## config.mk

```make
export PLATFORM = sky130hd
export DESIGN_NAME = lfsr_prng_gen
export DESIGN_NICKNAME = d
export VERILOG_FILES = /design/src/rtl/lfsr_pkg.sv /design/src/rtl/lfsr_core.sv /design/src/rtl/lfsr_prng_gen.sv
export SDC_FILE = /design/constraint.sdc
export NUM_CORES = 1
export LEC_CHECK = 0
export BUFFER_PORTS_ARGS = -buffer_cell sky130_fd_sc_hd__clkbuf_2
export CAP_MARGIN = 30
export CORE_MARGIN = 10
export CORE_UTILIZATION = 40
export CTS_CLUSTER_DIAMETER = 30
export CTS_CLUSTER_SIZE = 40
export DETAILED_ROUTE_END_ITERATION = 12
export SETUP_SLACK_MARGIN = 0.02
export SLEW_MARGIN = 20
export SYNTH_ARGS = -nofsm -noshare
export SYNTH_HDL_FRONTEND = slang
export SYNTH_HIERARCHICAL = 1
export SYNTH_SLANG_ARGS = --single-unit
export TNS_END_PERCENT = 20
```

## constraint.sdc

```tcl
create_clock -name clk -period 2.7 [get_ports clk]
set_clock_uncertainty 0.1 [all_clocks]
set_input_delay 0 -clock clk [delete_from_list [all_inputs] [get_ports clk]]
set_output_delay 0 -clock clk [all_outputs]
set_load 0.005 [all_outputs]
```

## src/rtl/lfsr_pkg.sv

```systemverilog
// rtl/lfsr_pkg.sv - shared types, constants and next-state helper for the LFSR PRNG
package lfsr_pkg;

    typedef enum logic {
        FILL = 1'b0,
        HOLD = 1'b1
    } fsm_state_t;

    localparam int LFSR_MAX_W = 64;
    localparam logic [30:0] LFSR_TAPS_31 = 31'h4800_0000;

    // Operates on a widened vector so one helper serves every WIDTH up to LFSR_MAX_W.
    function automatic logic [LFSR_MAX_W-1:0] lfsr_next(
        input logic [LFSR_MAX_W-1:0] state,
        input logic [LFSR_MAX_W-1:0] taps,
        input int                    width
    );
        logic [LFSR_MAX_W-1:0] mask;
        logic                  fb;
        mask = (LFSR_MAX_W'(1) << width) - LFSR_MAX_W'(1);
        fb   = ^(state & taps);
        return {state[LFSR_MAX_W-2:0], fb} & mask;
    endfunction

endpackage

```

## src/rtl/lfsr_core.sv

```systemverilog
// rtl/lfsr_core.sv - Fibonacci LFSR state register with seed load, zero guard and period mark
module lfsr_core
    import lfsr_pkg::*;
#(
    parameter int               WIDTH = 31,
    parameter logic [WIDTH-1:0] TAPS  = WIDTH'(LFSR_TAPS_31),
    parameter logic [WIDTH-1:0] SEED  = WIDTH'(1)
) (
    input  logic             clk,
    input  logic             rst_n,
    input  logic             step_req,
    input  logic             seed_load,
    input  logic [WIDTH-1:0] seed_in,
    output logic [WIDTH-1:0] state,
    output logic             stepped,
    output logic             lockup,
    output logic             period_mark
);

    logic [WIDTH-1:0] state_q, state_d;
    logic [WIDTH-1:0] loaded_q, loaded_d;
    logic             lockup_q, lockup_d;
    logic             mark_q, mark_d;
    logic [WIDTH-1:0] next_step;
    logic [WIDTH-1:0] load_val;

    always_comb begin
        next_step = WIDTH'(lfsr_next(LFSR_MAX_W'(state_q), LFSR_MAX_W'(TAPS), WIDTH));
        load_val  = (seed_in == '0) ? SEED : seed_in;
        state_d   = state_q;
        loaded_d  = loaded_q;
        lockup_d  = lockup_q;
        mark_d    = 1'b0;
        stepped   = 1'b0;
        if (seed_load) begin
            state_d  = load_val;
            loaded_d = load_val;
            if (seed_in == '0) begin
                lockup_d = 1'b1;
            end
        end else if (state_q == '0) begin
            // All-zero state can only come from corruption; recover and flag it.
            state_d  = SEED;
            lockup_d = 1'b1;
        end else if (step_req) begin
            state_d = next_step;
            stepped = 1'b1;
            mark_d  = (next_step == loaded_q);
        end
    end

    always_ff @(posedge clk) begin
        if (rst_n) begin
            state_q  <= SEED;
            loaded_q <= SEED;
            lockup_q <= 1'b0;
            mark_q   <= 1'b0;
        end else begin
            state_q  <= state_d;
            loaded_q <= loaded_d;
            lockup_q <= lockup_d;
            mark_q   <= mark_d;
        end
    end

    assign state       = state_q;
    assign lockup      = lockup_q;
    assign period_mark = mark_q;

endmodule

```

## src/rtl/lfsr_prng_gen.sv

```systemverilog
// rtl/lfsr_prng_gen.sv - LFSR PRNG top: packs serial bits into words behind a valid/ready port
module lfsr_prng_gen
    import lfsr_pkg::*;
#(
    parameter int               WIDTH = 31,
    parameter logic [WIDTH-1:0] TAPS  = WIDTH'(LFSR_TAPS_31),
    parameter logic [WIDTH-1:0] SEED  = WIDTH'(1),
    parameter int               OUT_W = 8
) (
    input  logic             clk,
    input  logic             rst_n,
    input  logic             en,
    input  logic             seed_load,
    input  logic [WIDTH-1:0] seed_in,
    output logic [OUT_W-1:0] out_data,
    output logic             out_valid,
    input  logic             out_ready,
    output logic             serial_out,
    output logic             lockup,
    output logic             period_mark,
    output logic [WIDTH-1:0] state_out
);

    localparam int           CW       = $clog2(OUT_W + 1);
    localparam logic [CW-1:0] CNT_LAST = CW'(OUT_W - 1);

    fsm_state_t       fsm_q, fsm_d;
    logic [CW-1:0]    cnt_q, cnt_d;
    logic [OUT_W-1:0] word_q, word_d;
    logic [OUT_W-1:0] out_data_q, out_data_d;
    logic             out_valid_q, out_valid_d;
    logic [OUT_W-1:0] word_shift;
    logic             step_req;
    logic             stepped;
    logic [WIDTH-1:0] lfsr_state;

    assign step_req = en && (fsm_q == FILL);

    lfsr_core #(
        .WIDTH (WIDTH),
        .TAPS  (TAPS),
        .SEED  (SEED)
    ) u_core (
        .clk         (clk),
        .rst_n       (rst_n),
        .step_req    (step_req),
        .seed_load   (seed_load),
        .seed_in     (seed_in),
        .state       (lfsr_state),
        .stepped     (stepped),
        .lockup      (lockup),
        .period_mark (period_mark)
    );

    always_comb begin
        fsm_d       = fsm_q;
        cnt_d       = cnt_q;
        word_d      = word_q;
        out_data_d  = out_data_q;
        out_valid_d = out_valid_q;
        word_shift  = (word_q << 1) | OUT_W'(lfsr_state[WIDTH-1]);
        case (fsm_q)
            FILL: begin
                if (seed_load) begin
                    cnt_d  = '0;
                    word_d = '0;
                end else if (stepped) begin
                    if (cnt_q == CNT_LAST) begin
                        out_data_d  = word_shift;
                        out_valid_d = 1'b1;
                        cnt_d       = '0;
                        word_d      = '0;
                        fsm_d       = HOLD;
                    end else begin
                        cnt_d  = cnt_q + CW'(1);
                        word_d = word_shift;
                    end
                end
            end
            HOLD: begin
                // A seed load here leaves the held word untouched.
                if (out_valid_q && out_ready) begin
                    out_valid_d = 1'b0;
                    fsm_d       = FILL;
                end
            end
            default: fsm_d = FILL;
        endcase
    end

    always_ff @(posedge clk) begin
        if (rst_n) begin
            fsm_q       <= FILL;
            cnt_q       <= '0;
            word_q      <= '0;
            out_data_q  <= '0;
            out_valid_q <= 1'b0;
        end else begin
            fsm_q       <= fsm_d;
            cnt_q       <= cnt_d;
            word_q      <= word_d;
            out_data_q  <= out_data_d;
            out_valid_q <= out_valid_d;
        end
    end

    assign out_data   = out_data_q;
    assign out_valid  = out_valid_q;
    assign serial_out = lfsr_state[WIDTH-1];
    assign state_out  = lfsr_state;

endmodule

```

==> impl_metrics.tcl <==
set metrics [dict create \
    synth-edff-count 0 \
    rows 35 \
    wl_per_cell_um 18.8 \
    drtIter0Drc 330 \
    drt.antenna.violating_nets 0 \
    hold_viol_final 0 \
    powerDensity_nw_per_um2 557 \
    reg2regPathDepth 7 \
    synth_area_leaders "dfxtp_1 45%, xor2_1 7.2%, a2bb2oi_1 7.0%, o221ai_1 7.0%, nand3_1 5.4%" \
    avgSynthCellArea_um2 9.09 \
    required_ns 2.89 \
    area_growth_pct 28.3 \
    wl_mm 12.3 \
    synth-async-reset-ratio_pct 0 \
    insertion_delay_ns 0.35 \
    cts_resized 0 \
    p_leak_nw 2.15 \
    cap_violations 0 \
    cts_made_buffers 9 \
    postCtsHoldBufs 34 \
    htree_levels 3 \
    tns_ns 0 \
    instances_no_fill 656 \
    rsz0062_at_grt "false" \
    track_usage_pct 18.1 \
    placed_cell_area_um2 4320 \
    worstSetupStartpointType "flop" \
    postCtsSetupRepairBufs 0 \
    grt_pass1_wl_mm 19.7 \
    die_y_um 117 \
    nets 559 \
    syn_area_um2 3780 \
    ys_seq_area_share_pct 45.0 \
    cp_max_fo 5 \
    synth_top_cell_by_area "dfxtp_1" \
    diodes 0 \
    final_cell_area_um2 4850 \
    design.core.area_um2 9240 \
    ys_types 40 \
    synth.most_common_cell "dfxtp_1" \
    chipWidth_um 117 \
    n_fill_cell 908 \
    rrSetupSlack_ns 0.45 \
    place.detailed.hpwl_mm 8.38 \
    synth_cells 416 \
    path_cells "nor4_1 > nand4_1 > nor2_1 > nor3_1 > or3b_1 > or4_1 > a31oi_1" \
    hold_class "input port to flop" \
    via_per_inst 5.68 \
    drt_pass1_iterations 5 \
    vdd_drop_max_uv 295 \
    timing.final.ws_setup_ns 0.451 \
    place_inst 606 \
    netlist.area_leader.share_pct 45.0 \
    path_class "flop to flop" \
    setup_viol 0 \
    die-area_um2 13700 \
    fin_crit_ns 2.25 \
    ios 79 \
    vias 3726 \
    fin_crit_sh_pct 83.3 \
    grt_max_degree 45 \
    place.gp.congestion 0.831 \
    grt_overflow 0 \
    initial_core_util_pct 40.9 \
    cts_root_buf "clkbuf_8" \
    crit_slowest_cell "or4_1" \
    worst_pin_slew_ns 0.706 \
    max_stage_delay_ns 0.48 \
    max_slew_margin_pct 52.9 \
    drive_gt1_share_pct 22.0 \
    synth_warnings 6 \
    hold_depth 5 \
    cts_tree "built" \
    drc 0 \
    synthTopCellsByCount "85 x dfxtp_1, 46 x nand2_1, 41 x nand3_1, 31 x xor2_1" \
    preCtsSetupSlack_ns 0.481 \
    ys_ff_latch 85 \
    cts.sinks 85 \
    antenna_found_initial 0 \
    synthFlopType "dfxtp_1" \
    grt_pass1_vias 3662 \
    cp.arrival_ns 2.44 \
    utilization_pct 52.5 \
    port_buffers 78 \
    syn_nets 453 \
    clkTransAtPathRegs_ns 0.09 \
    final_max_slew_viol_count 0 \
    outcome "finished, final reports clean" \
    clock.fmax_ghz 0.445 \
    cts.path.max_buffers 2 \
    end_kind "flop" \
]
critical path: cells and delay by family (launching register included):
family	cells	cell delay, ns
AOI/OAI and AO/OA	1	0.16
DFF	1	0.45
and+or+nand+nor	6	1.49
placed cells by master (no fill, tap or decap), drive strengths merged, types with 22 or more instances in the layout:
master | Yosys | final
nor2 | 22 | 22
clkbuf | 27 | 89
nand3 | 41 | 41
o221ai | 30 | 30
dlygate4sd3 | 0 | 34
xor2 | 31 | 31
dfxtp | 85 | 85
nor4 | 22 | 22
nand2 | 46 | 46
a2bb2oi | 30 | 30
routing by layer:
metal / global-route usage [%] / part of all wire [%] / up-vias
met3: 4.13 / 8.0 / 9
met5: 0 / 0 / -
met1: 24.2 / 45 / 1792
met4: 5.11 / 0.88 / 0
met2: 28.5 / 46 / 145
li1: - / - / 1780
cell families (layout without fill, tap and decap cells):
logic type                 after synthesis  in the layout  synth area share, %
and+or+nand+nor                        149            149                 19.3
AOI/OAI and AO/OA                      100            100                 20.8
DFF                                     85             85                 45.0
buffers and inverters                   38            149                 4.24
xor gates and xnor gates                32             32                 7.41
muxes                                   11             11                 2.91
adders and majority gates                1              1                0.331
power by group:
| group | switching [mW] | internal (mW) |
|---|---|---|
| Clock | 0.477 | 0.393 |
| Combinational | 0.229 | 0.208 |
| Sequential | 0.0745 | 1.32 |
| Total | 0.781 | 1.92 |
sequential cells by signal, summed over array words and instances (netlist names):
register	cells
cnt_q	4
out_valid	1
u_core/period_mark	1
out_data	8
u_core/lockup	1
u_core/loaded_q	31
word_q	7
u_core/state	31
fsm_q	1
metrics by stage:
stage / total power, mW / hold slack, ns
floorplan: 1.64 / -0.0306
global placement: 1.81 / 0.170
detailed placement: 1.82 / 0.181
CTS: 2.72 / 0.141
global route: 2.83 / 0.202
finish: 2.70 / 0.133
final cells by class:
type | instances | area (um2) | area share (%)
clock buffer | 11 | 151 | 3.12
clock inverter | 5 | 41.3 | 0.851
inverter | 4 | 15.0 | 0.310
multi-input combinational | 293 | 1920 | 39.6
sequential | 85 | 1700 | 35.1
tap | 129 | 161 | 3.33
timing repair buffer | 129 | 858 | 17.7
worst paths after layout:
path | start | end
worst max-delay path | u_core/state[17] | cnt_q[3]
worst min-delay path | en | u_core/state[0]
worst max register to register | u_core/state[17] | cnt_q[3]
worst min register to register | u_core/loaded_q[22] | u_core/loaded_q[22]
No activity file was read; power rests on OpenSTA's default activity.
